### src/rtl/mdu_pkg.sv
// mdu_pkg: shared types and constants for the iterative multiply/divide unit.
//   mdu_op_t    operation encoding as driven by the controller on op[1:0]
//   mdu_state_t sequencer states
//   MDU_WIDTH   default operand width, MDU_LATENCY start-edge to HI/LO-valid edges
package mdu_pkg;

    typedef enum logic [1:0] {
        MULT  = 2'd0,
        MULTU = 2'd1,
        DIV   = 2'd2,
        DIVU  = 2'd3
    } mdu_op_t;

    typedef enum logic [1:0] {
        IDLE = 2'd0,
        RUN  = 2'd1,
        FIN  = 2'd2
    } mdu_state_t;

    localparam int MDU_WIDTH   = 32;
    localparam int MDU_LATENCY = MDU_WIDTH + 1;

endpackage

### src/rtl/flopenr.sv
// flopenr: register with load enable and asynchronous active-high reset to zero.
//   clk, reset  clock / async reset
//   en          load d at the rising edge when high, hold otherwise
//   d, q        WIDTH-bit data in / registered out
module flopenr #(
    parameter int WIDTH = 8
) (
    input  logic             clk,
    input  logic             reset,
    input  logic             en,
    input  logic [WIDTH-1:0] d,
    output logic [WIDTH-1:0] q
);

    always_ff @(posedge clk or posedge reset) begin
        if (reset)   q <= '0;
        else if (en) q <= d;
    end

endmodule

### src/rtl/flopr.sv
// flopr: plain register with asynchronous active-high reset to zero.
//   clk, reset  clock / async reset
//   d, q        WIDTH-bit data in / registered out
module flopr #(
    parameter int WIDTH = 8
) (
    input  logic             clk,
    input  logic             reset,
    input  logic [WIDTH-1:0] d,
    output logic [WIDTH-1:0] q
);

    // NOTE: sequential state uses non-blocking assignment so every flop
    // samples its input from before the edge, independent of block order.
    always_ff @(posedge clk or posedge reset) begin
        if (reset) q <= '0;
        else       q <= d;
    end

endmodule

### src/rtl/mdu_fsm.sv
// mdu_fsm: sequencer for the iterative MDU (IDLE -> RUN -> FIN -> IDLE).
//   clk, reset  clock / async active-high reset
//   start       launch request, honoured only in IDLE
//   accept      comb: operands are captured at this edge (E0)
//   run         comb: datapath performs one iteration at this edge
//   fin         comb: HI/LO are written at this edge
//   busy        registered: an op is in flight
//   done        registered: one-cycle pulse after HI/LO update
module mdu_fsm
    import mdu_pkg::*;
#(
    parameter int WIDTH = 32
) (
    input  logic clk,
    input  logic reset,
    input  logic start,
    output logic accept,
    output logic run,
    output logic fin,
    output logic busy,
    output logic done
);

    localparam int CW = $clog2(WIDTH);
    localparam logic [CW-1:0] LAST = CW'(WIDTH - 1);

    mdu_state_t    state_q, state_d;
    logic [CW-1:0] count_q, count_d;
    logic          busy_d, done_d;

    always_ff @(posedge clk or posedge reset) begin
        if (reset) state_q <= IDLE;
        else       state_q <= state_d;
    end

    // NOTE: every signal written here is given a default first, so no path
    // through the case leaves it unassigned and no latch is inferred.
    always_comb begin
        state_d = state_q;
        count_d = '0;
        accept  = 1'b0;
        run     = 1'b0;
        fin     = 1'b0;
        unique case (state_q)
            IDLE: begin
                if (start) begin
                    accept  = 1'b1;
                    state_d = RUN;
                end
            end
            RUN: begin
                run     = 1'b1;
                // Counter wraps to zero on the last iteration edge.
                count_d = count_q + CW'(1);
                if (count_q == LAST) state_d = FIN;
            end
            FIN: begin
                fin     = 1'b1;
                state_d = IDLE;
            end
            default: state_d = IDLE;
        endcase
        busy_d = (state_d != IDLE);
        done_d = fin;
    end

    flopr #(.WIDTH(CW)) u_count (.clk(clk), .reset(reset), .d(count_d), .q(count_q));
    flopr #(.WIDTH(1))  u_busy  (.clk(clk), .reset(reset), .d(busy_d),  .q(busy));
    flopr #(.WIDTH(1))  u_done  (.clk(clk), .reset(reset), .d(done_d),  .q(done));

endmodule

### src/rtl/mdu_iter.sv
// mdu_iter: iterative multiply/divide unit (MULT/MULTU/DIV/DIVU), one
// iteration per clock, WIDTH iterations per op, HI/LO written on the
// following edge.
//   clk, reset  clock / async active-high reset (aborts any op in flight)
//   start, op   launch request and operation (mdu_op_t encoding)
//   a, b        multiplicand/dividend, multiplier/divisor
//   busy, done  op in flight / one-cycle pulse after HI/LO update
//   hi, lo      product upper/lower, or remainder/quotient
// Build option: define MDU_DIV_EN to build the divider datapath. Without
// it DIV/DIVU keep full busy/done timing but leave HI/LO untouched.
module mdu_iter
    import mdu_pkg::*;
#(
    parameter int WIDTH = MDU_WIDTH
) (
    input  logic             clk,
    input  logic             reset,
    input  logic             start,
    input  logic [1:0]       op,
    input  logic [WIDTH-1:0] a,
    input  logic [WIDTH-1:0] b,
    output logic             busy,
    output logic             done,
    output logic [WIDTH-1:0] hi,
    output logic [WIDTH-1:0] lo
);

    logic accept, run, fin;

    mdu_fsm #(.WIDTH(WIDTH)) u_fsm (
        .clk    (clk),
        .reset  (reset),
        .start  (start),
        .accept (accept),
        .run    (run),
        .fin    (fin),
        .busy   (busy),
        .done   (done)
    );

    // ---------------- operand capture (E0) ----------------
    logic             is_signed, a_neg, b_neg, is_div_in;
    logic [WIDTH-1:0] mag_a, mag_b;
    logic             is_div_q, neg_lo_q, neg_lo_d;
    logic [WIDTH-1:0] opnd_q, opnd_d;

    always_comb begin
        is_signed = (op == MULT) || (op == DIV);
        is_div_in = op[1];
        a_neg     = is_signed & a[WIDTH-1];
        b_neg     = is_signed & b[WIDTH-1];
        mag_a     = a_neg ? -a : a;
        mag_b     = b_neg ? -b : b;
        // Product/quotient sign. A zero divisor must leave the all-ones
        // quotient unfixed, so its sign is forced positive.
        neg_lo_d  = (a_neg ^ b_neg) & ~(is_div_in & (b == '0));
        // Multiply keeps the multiplicand here; divide keeps |b|.
        opnd_d    = is_div_in ? mag_b : mag_a;
    end

    flopenr #(.WIDTH(1))     u_is_div (.clk(clk), .reset(reset), .en(accept), .d(is_div_in), .q(is_div_q));
    flopenr #(.WIDTH(1))     u_neg_lo (.clk(clk), .reset(reset), .en(accept), .d(neg_lo_d),  .q(neg_lo_q));
    flopenr #(.WIDTH(WIDTH)) u_opnd   (.clk(clk), .reset(reset), .en(accept), .d(opnd_d),    .q(opnd_q));

`ifdef MDU_DIV_EN
    // Remainder takes the dividend's sign; a raw negative dividend
    // under divide-by-zero is restored by the same negation.
    logic neg_hi_q;
    flopenr #(.WIDTH(1)) u_neg_hi (.clk(clk), .reset(reset), .en(accept), .d(a_neg), .q(neg_hi_q));
`endif

    // ---------------- iteration datapath ----------------
    // acc_q: WIDTH+1-bit accumulator (multiply) or partial remainder (divide).
    // sr_q : multiplier shifting out right (multiply), or dividend shifting
    //        out left while quotient bits shift in (divide).
    logic [WIDTH:0]   acc_q, acc_d, mul_sum;
    logic [WIDTH-1:0] sr_q, sr_d;
`ifdef MDU_DIV_EN
    logic [WIDTH:0]   rem_sh, diff;
`endif

    always_comb begin
        acc_d   = acc_q;
        sr_d    = sr_q;
        mul_sum = '0;
`ifdef MDU_DIV_EN
        rem_sh  = '0;
        diff    = '0;
`endif
        if (accept) begin
            acc_d = '0;
            sr_d  = is_div_in ? mag_a : mag_b;
        end else if (run) begin
            if (!is_div_q) begin
                // Shift-add: the add carry lands in bit WIDTH and is shifted
                // down into the upper product half.
                mul_sum = acc_q + (sr_q[0] ? {1'b0, opnd_q} : '0);
                acc_d   = {1'b0, mul_sum[WIDTH:1]};
                sr_d    = {mul_sum[0], sr_q[WIDTH-1:1]};
            end
`ifdef MDU_DIV_EN
            else begin
                // Restoring step. The remainder is always below the divisor,
                // so a non-negative difference never sets bit WIDTH and that
                // bit alone signals a borrow.
                rem_sh = {acc_q[WIDTH-1:0], sr_q[WIDTH-1]};
                diff   = rem_sh - {1'b0, opnd_q};
                if (!diff[WIDTH]) begin
                    acc_d = diff;
                    sr_d  = {sr_q[WIDTH-2:0], 1'b1};
                end else begin
                    acc_d = rem_sh;
                    sr_d  = {sr_q[WIDTH-2:0], 1'b0};
                end
            end
`endif
        end
    end

    flopr #(.WIDTH(WIDTH+1)) u_acc (.clk(clk), .reset(reset), .d(acc_d), .q(acc_q));
    flopr #(.WIDTH(WIDTH))   u_sr  (.clk(clk), .reset(reset), .d(sr_d),  .q(sr_q));

    // ---------------- sign fix-up and HI/LO write (FIN) ----------------
    logic [2*WIDTH-1:0] prod, prod_fix;
    logic [WIDTH-1:0]   hi_d, lo_d;
    logic               hilo_en;

    always_comb begin
        prod     = {acc_q[WIDTH-1:0], sr_q};
        prod_fix = neg_lo_q ? -prod : prod;
        hi_d     = prod_fix[2*WIDTH-1:WIDTH];
        lo_d     = prod_fix[WIDTH-1:0];
`ifdef MDU_DIV_EN
        if (is_div_q) begin
            lo_d = neg_lo_q ? -sr_q : sr_q;
            hi_d = neg_hi_q ? -acc_q[WIDTH-1:0] : acc_q[WIDTH-1:0];
        end
        hilo_en = fin;
`else
        hilo_en = fin & ~is_div_q;
`endif
    end

    flopenr #(.WIDTH(WIDTH)) u_hi (.clk(clk), .reset(reset), .en(hilo_en), .d(hi_d), .q(hi));
    flopenr #(.WIDTH(WIDTH)) u_lo (.clk(clk), .reset(reset), .en(hilo_en), .d(lo_d), .q(lo));

endmodule

### config.mk
export PLATFORM = sky130hd
export DESIGN_NAME = mdu_iter
export DESIGN_NICKNAME = d
export VERILOG_FILES = /design/src/rtl/mdu_pkg.sv /design/src/rtl/flopenr.sv /design/src/rtl/flopr.sv /design/src/rtl/mdu_fsm.sv /design/src/rtl/mdu_iter.sv
export SDC_FILE = /design/constraint.sdc
export NUM_CORES = 1
export LEC_CHECK = 0
export CAP_MARGIN = 20
export CORE_ASPECT_RATIO = 0.5
export CORE_UTILIZATION = 62
export DETAILED_ROUTE_END_ITERATION = 10
export GPL_TIMING_DRIVEN = 1
export PLACE_DENSITY_LB_ADDON = 0.15
export SLEW_MARGIN = 25
export SYNTH_ARGS = -nofsm -noshare
export SYNTH_HDL_FRONTEND = slang
export SYNTH_SLANG_ARGS = --single-unit
export TNS_END_PERCENT = 20
### constraint.sdc
create_clock -name clk -period 10.4 [get_ports clk]
set_input_delay 1.04 -clock clk [delete_from_list [all_inputs] [get_ports clk]]
set_output_delay 1.04 -clock clk [all_outputs]
set_load 0.01 [all_outputs]
Word-level counts from Yosys, hierarchy flattened

Cells that the tools add are included.

Mux-type cells: 20
Eq/ne operators: 5
Bitwise logic cells: 8
Add/sub/neg operators: 5
Reduce and logical (&&, ||, !) cells: 7

Operators with widths:

| cell                                          | number |
|---|---|
| 2-to-1 mux 32 bit                             | 8 |
| 2-to-1 mux 33 bit                             | 3 |
| 2-to-1 mux 64 bit                             | 1 |
| negator 32 bit                                | 2 |
| negator 64 bit                                | 1 |
| adder 33 x 32 -> 33 bit                       | 1 |
| logical NOT 32 bit                            | 1 |
| adder 5 x 1 -> 5 bit, second input constant   | 1 |
| bitwise AND 1 bit                             | 5 |
| == test 5 bit, second input constant          | 1 |
| 2-to-1 mux 5 bit                              | 1 |
| == test 2 bit, second input constant          | 2 |
| logical NOT 2 bit                             | 2 |
| 2-to-1 mux 1 bit                              | 4 |
| 2-to-1 mux 2 bit                              | 2 |
| case mux 2 bit (2 select lines)               | 1 |
| nonzero test 2 bit                            | 2 |
| == test 2 x 1 -> 1 bit, second input constant | 1 |
| inequality test 2 bit, second input constant  | 1 |
| NOT 1 bit                                     | 2 |
| AND reduction 2 bit                           | 1 |
| logical OR 1 bit                              | 1 |
| XOR 1 bit                                     | 1 |

Logic and storage cells: 56
Bits in registers: 172

Logic depth before layout (Yosys ltp)

Depth after elaboration: 6
Gate-level depth with buffers: 13

Cells and area by module

From an unflattened synthesis, not the netlist that was laid out.

Cells, all modules: 1307
Area, all modules: 12475.7 µm²

Modules (own cells, without submodules):

| module                    | times used | sequential area each (µm²) | cells an instance | area an instance (µm²) |
|---|---|---|---|---|
| mdu_iter                  | 1          | 0.0                        | 992               | 6319.8 |
| flopenr at u_hi ...       | 3          | 800.8                      | 69                | 1348.8 |
| flopr at u_acc            | 1          | 825.8                      | 34                | 829.5 |
| flopr at u_sr             | 1          | 800.8                      | 33                | 804.5 |
| mdu_fsm                   | 1          | 50.0                       | 25                | 201.4 |
| flopr at u_fsm.u_count    | 1          | 125.1                      | 6                 | 128.9 |
| flopenr at u_is_div ...   | 2          | 25.0                       | 3                 | 43.8 |
| flopr at u_fsm.u_busy ... | 2          | 25.0                       | 2                 | 28.8 |

Worst setup path before layout

No wires, ideal clock.

Path type: reg2reg
Start point: register u_sr.q[0]
End point: register u_hi.q[31]
Cell stages (with the launch flop): 11
Buffers on the path: 2
Required time: 10271 ps
Data arrival time: 3278 ps
Library setup time: 129 ps
Slack: 6993 ps
Clock period less this slack: 3407 ps
Cell sequence: dfrtp_1 buf_6 or4_4 nand2b_4 or4_4 or4_4 buf_6 or3_4 o41ai_4 xor2_1 o21ai_1

Cells in the longest elaborated chain, start to end: 2

Ends and longest elaborated chain:

| item                   | RTL line        | text |
|---|---|---|
| start, declared        | flopr.sv:10     | `output logic [WIDTH-1:0] q` |
| start signal, assigned | flopr.sv:16     | `if (reset) q <= '0;` |
| start signal, assigned | flopr.sv:17     | `else q <= d;` |
| negator 64 bit         | mdu_iter.sv:130 | `prod_fix = neg_lo_q ? -prod : prod;` |
| 2-to-1 mux 64 bit      | mdu_iter.sv:130 |  |
| end signal, assigned   | flopenr.sv:16   | `if (reset) q <= '0;` |
| end signal, assigned   | flopenr.sv:17   | `else if (en) q <= d;` |
| end, declared          | flopenr.sv:12   | `output logic [WIDTH-1:0] q` |

Every way passes these cells.
A chain may end at the register's enable or synchronous reset.

Worst setup path in the final report

Start point: register u_sr.q[16]
End point: register u_hi.q[26]

The elaborated chain is that of the path after synthesis.

==> results_dict.tcl <==
set metrics [dict create \
    synth.cell_area_mm2 0.0115 \
    pwr-share-comb_pct 39.8 \
    drive_gt1_share_pct 4.45 \
    avgSynthCellArea_um2 8.25 \
    reg2reg_setup_slack_ps 6290 \
    yosys_warnings 0 \
    cp_max_fo 7 \
    dr_total_vias 10900 \
    max_slew_margin_pct 32.5 \
    fillerInstances 1246 \
    gr-usage-met2_pct 55.4 \
    p_sw_uw 1300 \
    design.core.area_mm2 0.0177 \
    p_int_uw 1670 \
    slew_violations 0 \
    seqCellArea_mm2 0.00428 \
    pin_count 135 \
    r2r_cells 8 \
    fmax_mhz 243 \
    grt_pass1_wl_um 54000 \
    place_hpwl_um 25400 \
    synth_edf_count 0 \
    worstPathRequired_ps 10690 \
    cts_htree_levels 4 \
    r2r_end "u_hi.q[26]" \
    cts_buffer_depth 2 \
    finalSetupViolations 0 \
    cts_hold_buf 0 \
    arrival_ps 4400 \
    r2r_start "u_sr.q[16]" \
    gp_congestion 0.978 \
    layout_commonest_cell "nand2_1" \
    grt_use_met1_pct 52.9 \
    via_per_inst 6.37 \
    critPathKind "register to register" \
    overflow 0 \
    ys.flop_type "dfrtp_1" \
    busiest_layer "met2" \
    multi_input_area_mm2 0.00680 \
    switching_share_pct 43.7 \
    pwr_density_cell_mw_per_mm2 221 \
    fp.dieArea_mm2 0.0191 \
    vdd_drop_max_mv 0.163 \
    antenna_cells 0 \
    cts_tree "built" \
    hp-start "u_opnd.q[8]" \
    grt_setup_unrepaired "false" \
    grt_use_met3_pct 7.05 \
    ant_nets 0 \
    hold_end "u_opnd.q[8]" \
    hold_viol 0 \
    cts_resized 0 \
    final_cell_mix "209 x nand2_1, 191 x o21ai_0, 170 x dfrtp_1, 133 x clkdlybuf4s50_1, 105 x xor2_1" \
    crit_path_end_kind "register" \
    firstDrtPassIters 6 \
    die_h_um 98.2 \
    min_period_ps 4110 \
    start_util_pct 64.7 \
    min_period_over_period_pct 39.5 \
    skew_ps 11.5 \
    layout-area-overhead-vs-synth_pct 17.4 \
    cts-root-buf "clkbuf_16" \
    rows 34 \
    postCtsSetupRepairBufs 0 \
    nNetsFinal 1577 \
    clk_latency_ps 440 \
    ys_seq_elements 171 \
    synth_nets 1498 \
    cts.sink_count 171 \
    min_path_cells 2 \
    setup_tns_ps 0 \
    cts.reportedPaths.clkPinSlew_ps 80 \
    wl_um 34200 \
    leakage_uw 0.00568 \
    netlist_instances 1391 \
    drc 0 \
    ys_seq_area_share_pct 37.3 \
    antenna_found_initial 1 \
    tightest_slew_ps 1010 \
    p_seq_share_pct 38.0 \
    synthDistinctLibCells 65 \
    drt_iter0_markers 1133 \
    port_buffers 134 \
    grt_max_degree 129 \
    fin_cells 1717 \
    cap_viol_max_count 0 \
    critPathLaunchType "register" \
    hp-class "register to register" \
    wl_per_cell_um 19.9 \
    numCtsBuffers 17 \
    first_global_vias 10200 \
    die_w_um 194 \
    grt_usage_pct 36.4 \
    dpl.cell_count 1685 \
    status "complete, no violations" \
    pwr-share-clk_pct 22.1 \
    synthArstFlopShare_pct 100 \
]
==> kinds of logic (layout without fill, tap and decap cells) <==
| logic type | Yosys count | in the layout | synth area share [%] |
|---|---|---|---|
| AOI/OAI and AO/OA | 440 | 440 | 22.9 |
| and+or+nand+nor | 474 | 474 | 19.6 |
| DFF | 171 | 171 | 37.3 |
| muxes | 11 | 11 | 0.992 |
| adders and majority gates | 38 | 38 | 4.21 |
| buffers and inverters | 108 | 200 | 3.66 |
| xor gates and xnor gates | 149 | 149 | 11.4 |
==> critical path, stage by stage (launching register included) <==
cell and delay (ps):
dfrtp_1 460, or4_1 610, nor4_1 480, nand4bb_1 530
or4_1 770, or4_1 560, o31ai_1 300, xor2_1 180
o21ai_1 80
==> cell type report <==
type	count	share of cell area, %
multi-input cells	1112	50.5
flip-flops and latches	171	31.8
repair buffers	140	10.3
clock buffers	17	3.16
well taps	234	2.17
clock inverters	15	1.32
inverters	28	0.835
==> power by group through the flow <==
stage	clock, uW	sequential, uW	combinational (uW)
floorplan	0	994	918
global placement	0	1110	1110
detailed placement	0	1120	1150
CTS	657	1110	1170
global route	684	1150	1310
finish	658	1130	1180
==> synthesized netlist by cell type, types with 13 or more instances <==
master	instances	area (um^2)
nor2_1	96	360
inv_1	28	105
and2_1	37	231
ha_1	37	463
o31ai_1	35	263
xnor2_1	44	385
or3_1	20	125
dfrtp_1	171	4280
nor3_1	16	80.1
a21o_1	16	120
or4_1	17	128
clkbuf_1	77	289
xor2_1	105	920
a22oi_1	20	150
nand2_1	210	788
o21ai_0	191	956
nor4_1	13	81.3
a21oi_1	95	475
a31oi_1	23	144
o41ai_1	13	114
==> how the worst max path moves through the flow <==
| stage | to | cells past startpoint | slack (ps) | from |
|---|---|---|---|---|
| floorplan | u_acc.q[0] | 1 | 4730 | reset |
| global placement | u_sr.q[26] | 9 | 6320 | a[2] |
| detailed placement | u_sr.q[26] | 9 | 6270 | a[6] |
| CTS | u_hi.q[31] | 8 | 6400 | u_sr.q[0] |
| global route | u_hi.q[31] | 8 | 6230 | u_sr.q[0] |
| finish | u_hi.q[26] | 8 | 6290 | u_sr.q[16] |
==> metrics by stage <==
step | utilization, % | hold WS [ps] | worst slack, ps | instance area [um^2] | total power, uW
global placement | 72.5 | 449 | 6320 | 12900 | 2220
CTS | 75.9 | 481 | 6400 | 13500 | 2940
finish | 76.0 | 475 | 6290 | 13500 | 2970
detailed placement | 72.5 | 463 | 6270 | 12900 | 2280
global route | 76.0 | 505 | 6230 | 13500 | 3150
floorplan | - | 433 | 4730 | 11500 | 1910
==> layer usage <==
| layer | share of wire (%) | vias to the layer above | wire (um) |
|---|---|---|---|
| met3 | 9.3 | 63 | 3180 |
| met5 | 0 | - | 0 |
| met1 | 45 | 5226 | 15300 |
| met2 | 44 | 556 | 15000 |
| met4 | 2.1 | 0 | 729 |
| li1 | - | 5097 | - |
==> flip-flops by register name (all words and copies together), names as in the netlist <==
name and cells:
u_acc.q 32, u_hi.q 32, u_fsm.u_done.q 1, u_opnd.q 32, u_neg_lo.q 1, u_lo.q 32, u_fsm.u_count.q 5, u_is_div.q 1
u_fsm.state_q 2, u_fsm.u_busy.q 1, u_sr.q 32
Note: power is estimated with default switching activity, not from simulation.
